## config.mk

```make
export PLATFORM = sky130hd
export DESIGN_NAME = hc_stream_xor
export DESIGN_NICKNAME = d
export VERILOG_FILES = /design/src/rtl/hc_pkg.sv /design/src/rtl/hc_ks_fifo.sv /design/src/rtl/hc_stream_xor.sv
export SDC_FILE = /design/constraint.sdc
export NUM_CORES = 1
export LEC_CHECK = 0
export BUFFER_PORTS_ARGS = -buffer_cell sky130_fd_sc_hd__buf_4
export CAP_MARGIN = 0
export CORE_MARGIN = 4
export CORE_UTILIZATION = 55
export DETAILED_ROUTE_END_ITERATION = 16
export PLACE_DENSITY_LB_ADDON = 0.3
export SLEW_MARGIN = 20
export SYNTH_ARGS = -nofsm -noshare
export SYNTH_HDL_FRONTEND = slang
export SYNTH_SLANG_ARGS = --single-unit
export TNS_END_PERCENT = 100
```

## constraint.sdc

```tcl
create_clock -name clk -period 3.6 [get_ports clk]
set_input_delay 0.36 -clock clk [delete_from_list [all_inputs] [get_ports clk]]
set_output_delay 0.36 -clock clk [all_outputs]
set_load 0.005 [all_outputs]
```

## src/rtl/hc_pkg.sv

```systemverilog
// ---------------------------------------------------------------------------
// hc_pkg
// Shared definitions for the hc_core stream combiner:
//   HC_WORD_W     - width of keystream and data words
//   ctrl_state_e  - keystream controller FSM states
// ---------------------------------------------------------------------------
package hc_pkg;

    localparam int HC_WORD_W = 32;

    typedef enum logic [1:0] {
        CTRL_IDLE      = 2'd0,
        CTRL_WAIT_DROP = 2'd1,
        CTRL_WAIT_WORD = 2'd2,
        CTRL_DRAIN     = 2'd3
    } ctrl_state_e;

endpackage

```

## src/rtl/hc_ks_fifo.sv

```systemverilog
// ---------------------------------------------------------------------------
// hc_ks_fifo
// Synchronous keystream prefetch FIFO.
// Ports:
//   clk, reset_n   - clock, asynchronous active-low reset
//   flush_i        - empty the FIFO (overrides push/pop in the same cycle)
//   push_i         - write push_data_i; honoured when not full, or when full
//                    and a pop happens in the same cycle
//   push_data_i    - word to write
//   pop_i          - discard the head word; ignored when empty
//   pop_data_o     - current head word (valid when empty_o = 0)
//   full_o/empty_o - occupancy flags
// ---------------------------------------------------------------------------
module hc_ks_fifo
    import hc_pkg::*;
#(
    parameter int DEPTH = 4,
    parameter int AW    = 2
) (
    input  logic                 clk,
    input  logic                 reset_n,
    input  logic                 flush_i,
    input  logic                 push_i,
    input  logic [HC_WORD_W-1:0] push_data_i,
    input  logic                 pop_i,
    output logic [HC_WORD_W-1:0] pop_data_o,
    output logic                 full_o,
    output logic                 empty_o
);

    localparam logic [AW:0] DEPTH_CNT = (AW+1)'(DEPTH);

    logic [HC_WORD_W-1:0] mem_q [DEPTH];
    logic [AW-1:0]        wr_ptr_q, wr_ptr_d;
    logic [AW-1:0]        rd_ptr_q, rd_ptr_d;
    // One extra bit so that full and empty are distinguishable.
    logic [AW:0]          count_q, count_d;
    logic                 do_push, do_pop;

    assign empty_o    = (count_q == '0);
    assign full_o     = (count_q == DEPTH_CNT);
    assign pop_data_o = mem_q[rd_ptr_q];

    // When full, the slot being popped this cycle is the one written, so
    // a simultaneous push is safe.
    assign do_pop  = pop_i && !empty_o;
    assign do_push = push_i && (!full_o || do_pop);

    always_comb begin
        wr_ptr_d = wr_ptr_q;
        rd_ptr_d = rd_ptr_q;
        count_d  = count_q;
        if (flush_i) begin
            wr_ptr_d = '0;
            rd_ptr_d = '0;
            count_d  = '0;
        end else begin
            if (do_push) wr_ptr_d = wr_ptr_q + AW'(1);
            if (do_pop)  rd_ptr_d = rd_ptr_q + AW'(1);
            case ({do_push, do_pop})
                2'b10:   count_d = count_q + (AW+1)'(1);
                2'b01:   count_d = count_q - (AW+1)'(1);
                default: count_d = count_q;
            endcase
        end
    end

    always_ff @(posedge clk or negedge reset_n) begin
        if (!reset_n) begin
            wr_ptr_q <= '0;
            rd_ptr_q <= '0;
            count_q  <= '0;
        end else begin
            wr_ptr_q <= wr_ptr_d;
            rd_ptr_q <= rd_ptr_d;
            count_q  <= count_d;
        end
    end

    always_ff @(posedge clk) begin
        if (do_push && !flush_i) mem_q[wr_ptr_q] <= push_data_i;
    end

endmodule

```

## src/rtl/hc_stream_xor.sv

```systemverilog
// ---------------------------------------------------------------------------
// hc_stream_xor
// Sequences hc_core (init/next), prefetches keystream words into a small
// FIFO and XORs them one-for-one onto a 32-bit data stream.
// Ports:
//   clk, reset_n          - clock, asynchronous active-low reset
//   start, abort          - begin a message / abandon it (abort wins)
//   core_init, core_next  - one-cycle control pulses to hc_core
//   core_result(_valid)   - keystream word from hc_core
//   din, din_last,
//   din_valid, din_ready  - input stream
//   dout, dout_last,
//   dout_valid, dout_ready- output stream, one cycle after acceptance
//   busy                  - controller not idle
//   word_count            - output words since the last start
// Handshake: a word moves on a channel in every cycle where its valid and
// ready are both high at the rising clock edge; valid never waits on ready.
// ---------------------------------------------------------------------------
module hc_stream_xor
    import hc_pkg::*;
#(
    parameter int KS_DEPTH = 4,
    parameter int KS_AW    = 2
) (
    input  logic                 clk,
    input  logic                 reset_n,
    input  logic                 start,
    input  logic                 abort,
    output logic                 core_init,
    output logic                 core_next,
    input  logic [HC_WORD_W-1:0] core_result,
    input  logic                 core_result_valid,
    input  logic [HC_WORD_W-1:0] din,
    input  logic                 din_last,
    input  logic                 din_valid,
    output logic                 din_ready,
    output logic [HC_WORD_W-1:0] dout,
    output logic                 dout_last,
    output logic                 dout_valid,
    input  logic                 dout_ready,
    output logic                 busy,
    output logic [31:0]          word_count
);

    ctrl_state_e          state_q;
    logic                 core_init_q, core_next_q;
    logic [HC_WORD_W-1:0] dout_q, dout_d;
    logic                 dout_last_q, dout_last_d;
    logic                 dout_valid_q, dout_valid_d;
    logic [31:0]          word_count_q, word_count_d;

    logic                 ks_push, ks_pop, ks_flush, ks_full, ks_empty;
    logic [HC_WORD_W-1:0] ks_head;
    logic                 streaming, start_go, accept, accept_last, out_fire;

    hc_ks_fifo #(
        .DEPTH (KS_DEPTH),
        .AW    (KS_AW)
    ) u_fifo (
        .clk         (clk),
        .reset_n     (reset_n),
        .flush_i     (ks_flush),
        .push_i      (ks_push),
        .push_data_i (core_result),
        .pop_i       (ks_pop),
        .pop_data_o  (ks_head),
        .full_o      (ks_full),
        .empty_o     (ks_empty)
    );

    assign streaming   = (state_q == CTRL_WAIT_DROP) || (state_q == CTRL_WAIT_WORD);
    assign start_go    = start && !abort && (state_q == CTRL_IDLE);
    assign din_ready   = streaming && !ks_empty && (!dout_valid_q || dout_ready);
    // A word handed over in the abort cycle is dropped along with the message.
    assign accept      = din_valid && din_ready && !abort;
    assign accept_last = accept && din_last;
    assign out_fire    = dout_valid_q && dout_ready;

    // Once the last data word is taken no further keystream is requested.
    assign ks_push  = (state_q == CTRL_WAIT_WORD) && core_result_valid && !ks_full &&
                      !abort && !accept_last;
    assign ks_pop   = accept;
    assign ks_flush = abort || start_go;

    // Controller FSM. WAIT_DROP covers the cycle in which core_result_valid
    // may still show the word already consumed, before the core reacts to
    // the init/next pulse.
    always_ff @(posedge clk or negedge reset_n) begin
        if (!reset_n) begin
            state_q     <= CTRL_IDLE;
            core_init_q <= 1'b0;
            core_next_q <= 1'b0;
        end else begin
            core_init_q <= 1'b0;
            core_next_q <= 1'b0;
            if (abort) begin
                state_q <= CTRL_IDLE;
            end else begin
                case (state_q)
                    CTRL_IDLE: begin
                        if (start) begin
                            core_init_q <= 1'b1;
                            state_q     <= CTRL_WAIT_DROP;
                        end
                    end
                    CTRL_WAIT_DROP: begin
                        state_q <= accept_last ? CTRL_DRAIN : CTRL_WAIT_WORD;
                    end
                    CTRL_WAIT_WORD: begin
                        if (accept_last) begin
                            state_q <= CTRL_DRAIN;
                        end else if (ks_push) begin
                            core_next_q <= 1'b1;
                            state_q     <= CTRL_WAIT_DROP;
                        end
                    end
                    CTRL_DRAIN: begin
                        if (out_fire && dout_last_q) state_q <= CTRL_IDLE;
                    end
                    default: state_q <= CTRL_IDLE;
                endcase
            end
        end
    end

    // Output register: one-cycle latency, refilled in the same cycle it drains.
    always_comb begin
        dout_d       = dout_q;
        dout_last_d  = dout_last_q;
        dout_valid_d = dout_valid_q;
        word_count_d = word_count_q;
        if (abort) begin
            dout_valid_d = 1'b0;
        end else begin
            if (accept) begin
                dout_d       = din ^ ks_head;
                dout_last_d  = din_last;
                dout_valid_d = 1'b1;
            end else if (out_fire) begin
                dout_valid_d = 1'b0;
            end
            if (start_go)      word_count_d = '0;
            else if (out_fire) word_count_d = word_count_q + 32'd1;
        end
    end

    always_ff @(posedge clk or negedge reset_n) begin
        if (!reset_n) begin
            dout_q       <= '0;
            dout_last_q  <= 1'b0;
            dout_valid_q <= 1'b0;
            word_count_q <= '0;
        end else begin
            dout_q       <= dout_d;
            dout_last_q  <= dout_last_d;
            dout_valid_q <= dout_valid_d;
            word_count_q <= word_count_d;
        end
    end

    assign core_init  = core_init_q;
    assign core_next  = core_next_q;
    assign dout       = dout_q;
    assign dout_last  = dout_last_q;
    assign dout_valid = dout_valid_q;
    assign busy       = (state_q != CTRL_IDLE);
    assign word_count = word_count_q;

endmodule

```

# After elaboration in Yosys (flattened, before gate mapping)
# Memories as Yosys holds them, arrays and structs flattened.
# Index checks and enable logic that the tools add are counted.
# classes
add_sub_neg	5
n_eq_ne	9
n_mux	27
n_bitwise	2
reduce_logical	37
# ops
operator	n
32-bit 2-to-1 mux	2
32-bit by 1-bit adder with 32-bit output, second input constant	1
32-bit bitwise XOR	1
2-bit 2-to-1 mux	9
1-bit logical AND	16
1-bit 2-to-1 mux	13
2-bit one-hot mux with 4 select lines	1
2-bit nonzero test	4
2-bit == test, second input constant	3
1-bit zero test	6
3-bit != test, second input constant	2
3-bit one-hot mux with 2 select lines	1
3-bit nonzero test	2
2-bit by 1-bit adder with 2-bit output, second input constant	2
2-bit by 1-bit == test with 1-bit output, second input constant	2
1-bit logical OR	4
4-bit by 3-bit != test with 1-bit output, second input constant	1
2-bit AND reduction	2
3-bit by 1-bit adder with 3-bit output, second input constant	1
3-bit == test, second input constant	1
3-bit zero test	1
3-bit 2-to-1 mux	1
3-bit AND reduction	1
3-bit by 1-bit subtractor with 3-bit output, second input constant	1
2 further kinds	2
# word_totals
ff_bits	77
mem_bits_rw	128
inputBits	72
output_inout_bits	70
elab_cells	91
n_memories	1
# mem_list
memory	words	word_bits	read_ports	rd_clocked_by_memory_dff	write_ports	line	text
u_fifo.mem_q	4	32	1	0	1	hc_ks_fifo.sv:33	logic [HC_WORD_W-1:0] mem_q [DEPTH];

# Logic depth before layout (Yosys ltp)
# depth
depth_word	13
mapped_depth	11
ltp_nobuf	11

# Hierarchy
# A second synthesis with hierarchy kept.
# hier_totals
cells_unflattened	614
hier_area_um2	8803.4
# modules_own_cells
module	n_inst	cells_each	area_per_inst_um2	seq_area_each_um2
hc_ks_fifo	1	235	5211.2	4018.9
hc_stream_xor	1	379	3592.2	1751.7

# Worst setup path after synthesis
# OpenSTA, ideal clock, no wires.
# synth_path
path_type	register -> register
from	register state_q[0]
to	memory u_fifo.mem_q[0][0], enable pin
setup_ns	0.392
arrival_time_ns	2.275
required_time_ns	3.208
path_slack_ns	0.933
path_stages_with_launch	7
n_path_buf	0
period_less_slack_ns	2.667
cell_sequence	dfrtp_1 > inv_1 > ha_1 > nand3b_1 > or2_2 > a21oi_1 > and3_1
# synth_between
elab_chain_len	13
word_cells_on_any_way	23
cone_classes	eq/ne (2); mux (2); reduce/logical (19)
# synth_rtl
element	line	text
start, declared	hc_stream_xor.sv:45	ctrl_state_e state_q;
start signal, assigned	hc_stream_xor.sv:107	state_q <= accept_last ? CTRL_DRAIN : CTRL_WAIT_WORD;
2-bit by 1-bit == test with 1-bit output or 2-bit == test (tied branches)	hc_stream_xor.sv:71, hc_stream_xor.sv:80	
1-bit logical OR	hc_stream_xor.sv:71	assign streaming = (state_q == CTRL_WAIT_DROP) || (state_q == CTRL_WAIT_WORD);
1-bit logical AND (2 in series)	hc_stream_xor.sv:73	assign din_ready = streaming && !ks_empty && (!dout_valid_q || dout_ready);
1-bit logical AND (2 in series)	hc_stream_xor.sv:75	assign accept = din_valid && din_ready && !abort;
1-bit logical AND	hc_stream_xor.sv:76	assign accept_last = accept && din_last;
1-bit zero test	hc_stream_xor.sv:81	!abort && !accept_last;
1-bit logical AND	hc_stream_xor.sv:81	
1-bit logical AND	hc_ks_fifo.sv:47	assign do_push = push_i && (!full_o || do_pop);
1-bit logical AND (*)	hc_ks_fifo.sv:81	if (do_push && !flush_i) mem_q[wr_ptr_q] <= push_data_i;
1-bit 2-to-1 mux (*)	hc_ks_fifo.sv:81	
1-bit 2-to-1 mux (not written as such) (*)	hc_ks_fifo.sv:81	
end, declared	hc_ks_fifo.sv:33	
# Every way passes the cells marked *; elsewhere a longest branch is shown, timed or not.

# Final worst setup path
# layout_path
from	register u_fifo.count_q[1]
to	memory u_fifo.mem_q[1][14], enable pin
# layout_between
elab_chain_len	13
word_cells_on_any_way	19
cone_classes	eq/ne (1); mux (2); reduce/logical (16)
# layout_rtl
element	line	text
start, declared	hc_ks_fifo.sv:37	logic [AW:0] count_q, count_d;
start signal, assigned	hc_ks_fifo.sv:76	count_q <= count_d;
3-bit zero test	hc_ks_fifo.sv:40	assign empty_o = (count_q == '0);
1-bit zero test	hc_ks_fifo.sv:46, hc_stream_xor.sv:73	
1-bit logical AND (2 in series)	hc_stream_xor.sv:73	
1-bit logical AND (2 in series)	hc_stream_xor.sv:75	
1-bit logical AND	hc_stream_xor.sv:76	
1-bit zero test	hc_stream_xor.sv:81	
1-bit logical AND	hc_stream_xor.sv:81	
1-bit logical AND (*)	hc_ks_fifo.sv:47	
1-bit logical AND (*)	hc_ks_fifo.sv:81	
1-bit 2-to-1 mux (*)	hc_ks_fifo.sv:81	
1-bit 2-to-1 mux (not written as such) (*)	hc_ks_fifo.sv:81	
# Marks and branches as above.

==> out/qor.yml <==
run_status:
  status: "complete, no violations"
placement:
  globalplace.congestion: 0.878
  detailed_place_hpwl_um: 11900
  port_buffer_cells: 141
  post-place-cells: 916
critical_path:
  timing_worst_setup_path_type: "flop to flop"
  reg2reg_setup_slack_ns: 0.74
  critical_path.max_fanout: 20
  cp-end-kind: "flop"
  critical_path_arrival_ns: 3.05
  critical_path.reg2reg.startpoint: "u_fifo.count_q[1]"
  critical_path.startpoint_type: "flop"
  worst-endpoint-required_ns: 3.79
  ff2ff_path_depth: 5
  worstReg2RegEnd: "u_fifo.mem_q[1][14]"
final_layout:
  post_route_cells_drive_above_1_share: 0.314
  area_taken_by_multi_input_logic_gates_um2: 2670
  flow.area_growth_from_synthesis_pct: 24.1
  final_core_util: 0.697
  nets: 812
  num-fill-cells: 1008
  antenna_cells: 0
  layout.area.seq_um2: 5770
  finish.cell_count_without_fillers: 957
synth:
  yosys_register_bits: 205
  syn-cell-area_um2: 8570
  yosysTopAreaCellShare: 0.448
  synth_edf_count: 128
  synth_fp_nets: 661
  yosysUniqueCellTypes: 52
  syn-mean-instance-area_um2: 14.8
  synth.top_cells.by_area: "edfxtp_1, dfrtp_1, mux4_2"
  synthesis.yosys.warnings: 0
  synth_sequential_area_ratio: 0.673
  share_of_synthesized_flip_flops_with_an_asynchronous_set_or_reset: 0.376
  synth_flop_cell: "edfxtp_1"
  synthesis.instances: 579
  yosysTopAreaCell: "edfxtp_1"
clock_network:
  insertion_delay_of_the_later_clocked_pin_in_the_worst_skew_pair_ns: 0.52
  cts_hold_buffers: 0
  clockBufferDepth: 3
  clock_tree.htree_level_count: 1
  postCtsSetupRepairBufs: 0
  register_clock_pin_slew_on_the_reported_worst_setup_and_hold_paths_ns: 0.06
  clkSinkCount: 205
  ctsResizeCount: 0
  clock_tree_from_tritoncts: "built"
  numCtsBuffers: 22
  root_buffer: "clkbuf_16"
floorplan:
  pin_count: 142
  start_util: 0.562
  die-area_um2: 17600
  die_h_um: 133
  core_region_um2: 15300
  die_span_in_x_um: 133
  row_count: 45
power:
  switching_share: 0.233
  power_per_cell_area_nw_per_um2: 537
  power.leakage_nw: 4.21
  logic_pwr_share: 0.117
  clkPwrFrac: 0.401
  max-vdd-ir-drop_v: 0.000485
  power_switching_mw: 1.33
  power.sequential.fraction: 0.482
  p_int_mw: 4.38
routing:
  route.detailed.wl_per_inst_um: 18.8
  dr_total_vias: 5376
  final_antenna_net_count: 0
  drt_drc_violations_left: 0
  wirelength_um: 18000
  initialDrtViolationCount: 334
  detail_route.first_pass.iterations: 5
  routed_via_density: 5.62
global_routing:
  grt_util_all_layers: 0.209
  grt_pass1_vias: 5623
  grt_pass1_wl_um: 29600
  grt-ovfl-total: 0
  number_of_antenna_violations_at_the_first_check_in_global_routing: 0
  grt_start_max_net_pins: 78
timing:
  setup_viol: 0
  setup-tns-final_ns: 0
  fin_skew_ns: 0.0175
  maxSlewHeadroom: 0.344
  hold_viol_final: 0
  timing_max_transition_violations_final: 0
  worst_slew_pin_tran_ns: 0.983
  achievable-frequency_ghz: 0.350
  rsz_0062_raised_after_global_routing: "no"
  period_minus_slack_ns: 2.86
  final.period_utilization: 0.794
min_path:
  timing.hold.worst_path_depth: 1
  worst_hold_startpoint: "core_result[1]"
  worstHoldEndpoint: "u_fifo.mem_q[1][1]"
  hp-class: "input pin to flop"
job:
  timing.max_cap.violations: 0
## worst max-delay path by stage
stage                                endpoint         startpoint  slack, ns  cells past startpoint
after CTS                 u_fifo.mem_q[0][14]  u_fifo.count_q[1]       0.71                      5
after floorplan            u_fifo.mem_q[0][0]         state_q[0]       0.93                      6
after global routing      u_fifo.mem_q[0][14]  u_fifo.count_q[1]       0.47                      5
after global placement    u_fifo.mem_q[2][10]  u_fifo.count_q[1]       0.84                      5
after detailed placement   u_fifo.mem_q[0][8]  u_fifo.count_q[1]       0.74                      5
final                     u_fifo.mem_q[1][14]  u_fifo.count_q[1]       0.74                      5
## power by group through the flow
| stage | sequential, mW | combinational [mW] | clock (mW) |
|---|---|---|---|
| global placement | 2.78 | 0.647 | 0 |
| CTS | 2.75 | 0.679 | 2.34 |
| global route | 2.77 | 0.747 | 2.45 |
| detailed placement | 2.79 | 0.675 | 0 |
| floorplan | 2.79 | 0.267 | 0 |
| finish | 2.75 | 0.670 | 2.29 |
## cell families (layout without fill, tap and decap cells)
group	after synthesis	count (layout)	synth area share
flops	205	205	0.673
simple gates	170	170	0.103
compound gates	67	67	0.0452
xor+xnor	56	56	0.0572
mux	36	36	0.0887
buf+inv	35	202	0.0171
fa+ha+maj	10	10	0.0155
## sequential cells by signal, summed over array words and instances (netlist names), 2 cells and up
name and flops:
u_fifo.wr_ptr_q 2, dout 32, state_q 2, word_count 32
u_fifo.rd_ptr_q 2, u_fifo.mem_q 128, u_fifo.count_q 3
## worst max-delay path: stages, from the launching register on
cell and delay, ns:
dfrtp_1 0.43, nor3_1 0.47, nor3_1 0.24, a21oi_1 0.51, and3_2 0.51, buf_4 0.37
## cells in the mapped netlist (2+ instances only)
cell      count
edfxtp_1    128
dfrtp_1      77
nor2_1       64
a21oi_1      41
xnor2_1      37
mux4_2       32
nand2_1      23
nand3_1      19
xor2_1       19
clkbuf_1     16
and3_1       12
inv_1        12
ha_1          9
nand4_1       9
o21ai_0       8
nor3_1        7
or3_1         7
mux2i_1       4
o31ai_1       4
and2_1        3
and4_1        3
buf_2         3
nand2b_1      3
nor4_2        3
o211ai_1      3
a211o_1       2
and2_2        2
buf_1         2
nand3b_1      2
nor2b_1       2
or4_1         2
## placed cells by master, fill, tap and decap left out, drive strengths merged, types with 3 or more instances in the layout
cell type	instances
buf	149
edfxtp	128
dfrtp	77
nor2	64
a21oi	41
xnor2	37
mux4	32
clkbuf	26
nand2	23
nand3	19
xor2	19
and3	13
inv	12
clkinv	11
nand4	10
ha	9
o21ai	8
nor3	7
or3	7
and2	5
mux2i	4
o31ai	4
nor4	4
nand2b	3
and4	3
o211ai	3
bufinv	3
or4	3
## layout make-up
type,instances,share of cell area
clock buffer,26,0.0541
clock inverter,14,0.0169
inverter,12,0.00423
multi-input combinational,339,0.251
sequential,205,0.543
tap,211,0.0248
timing repair buffer,150,0.106
## metal layers
metal,vias to the layer above,part of all wire,track usage
met3,36,0.060,0.0426
met5,-,0,0
met4,0,0.022,0.0554
li1,2457,-,-
met2,184,0.52,0.365
met1,2699,0.39,0.270
## metrics by stage
step           power (mW)  hold slack (ns)  cell area [µm²]  worst slack [ns]
3_3_place_gp         3.43            0.513             9870             0.845
3_5_place_dp         3.47            0.512             9870             0.735
2_1_floorplan        3.06           0.0644             8570             0.933
5_1_grt              5.96           0.0267            10600             0.471
6_report             5.71           0.0451            10600             0.741
4_1_cts              5.77           0.0231            10600             0.711
Power figures use the tool's default switching activity.
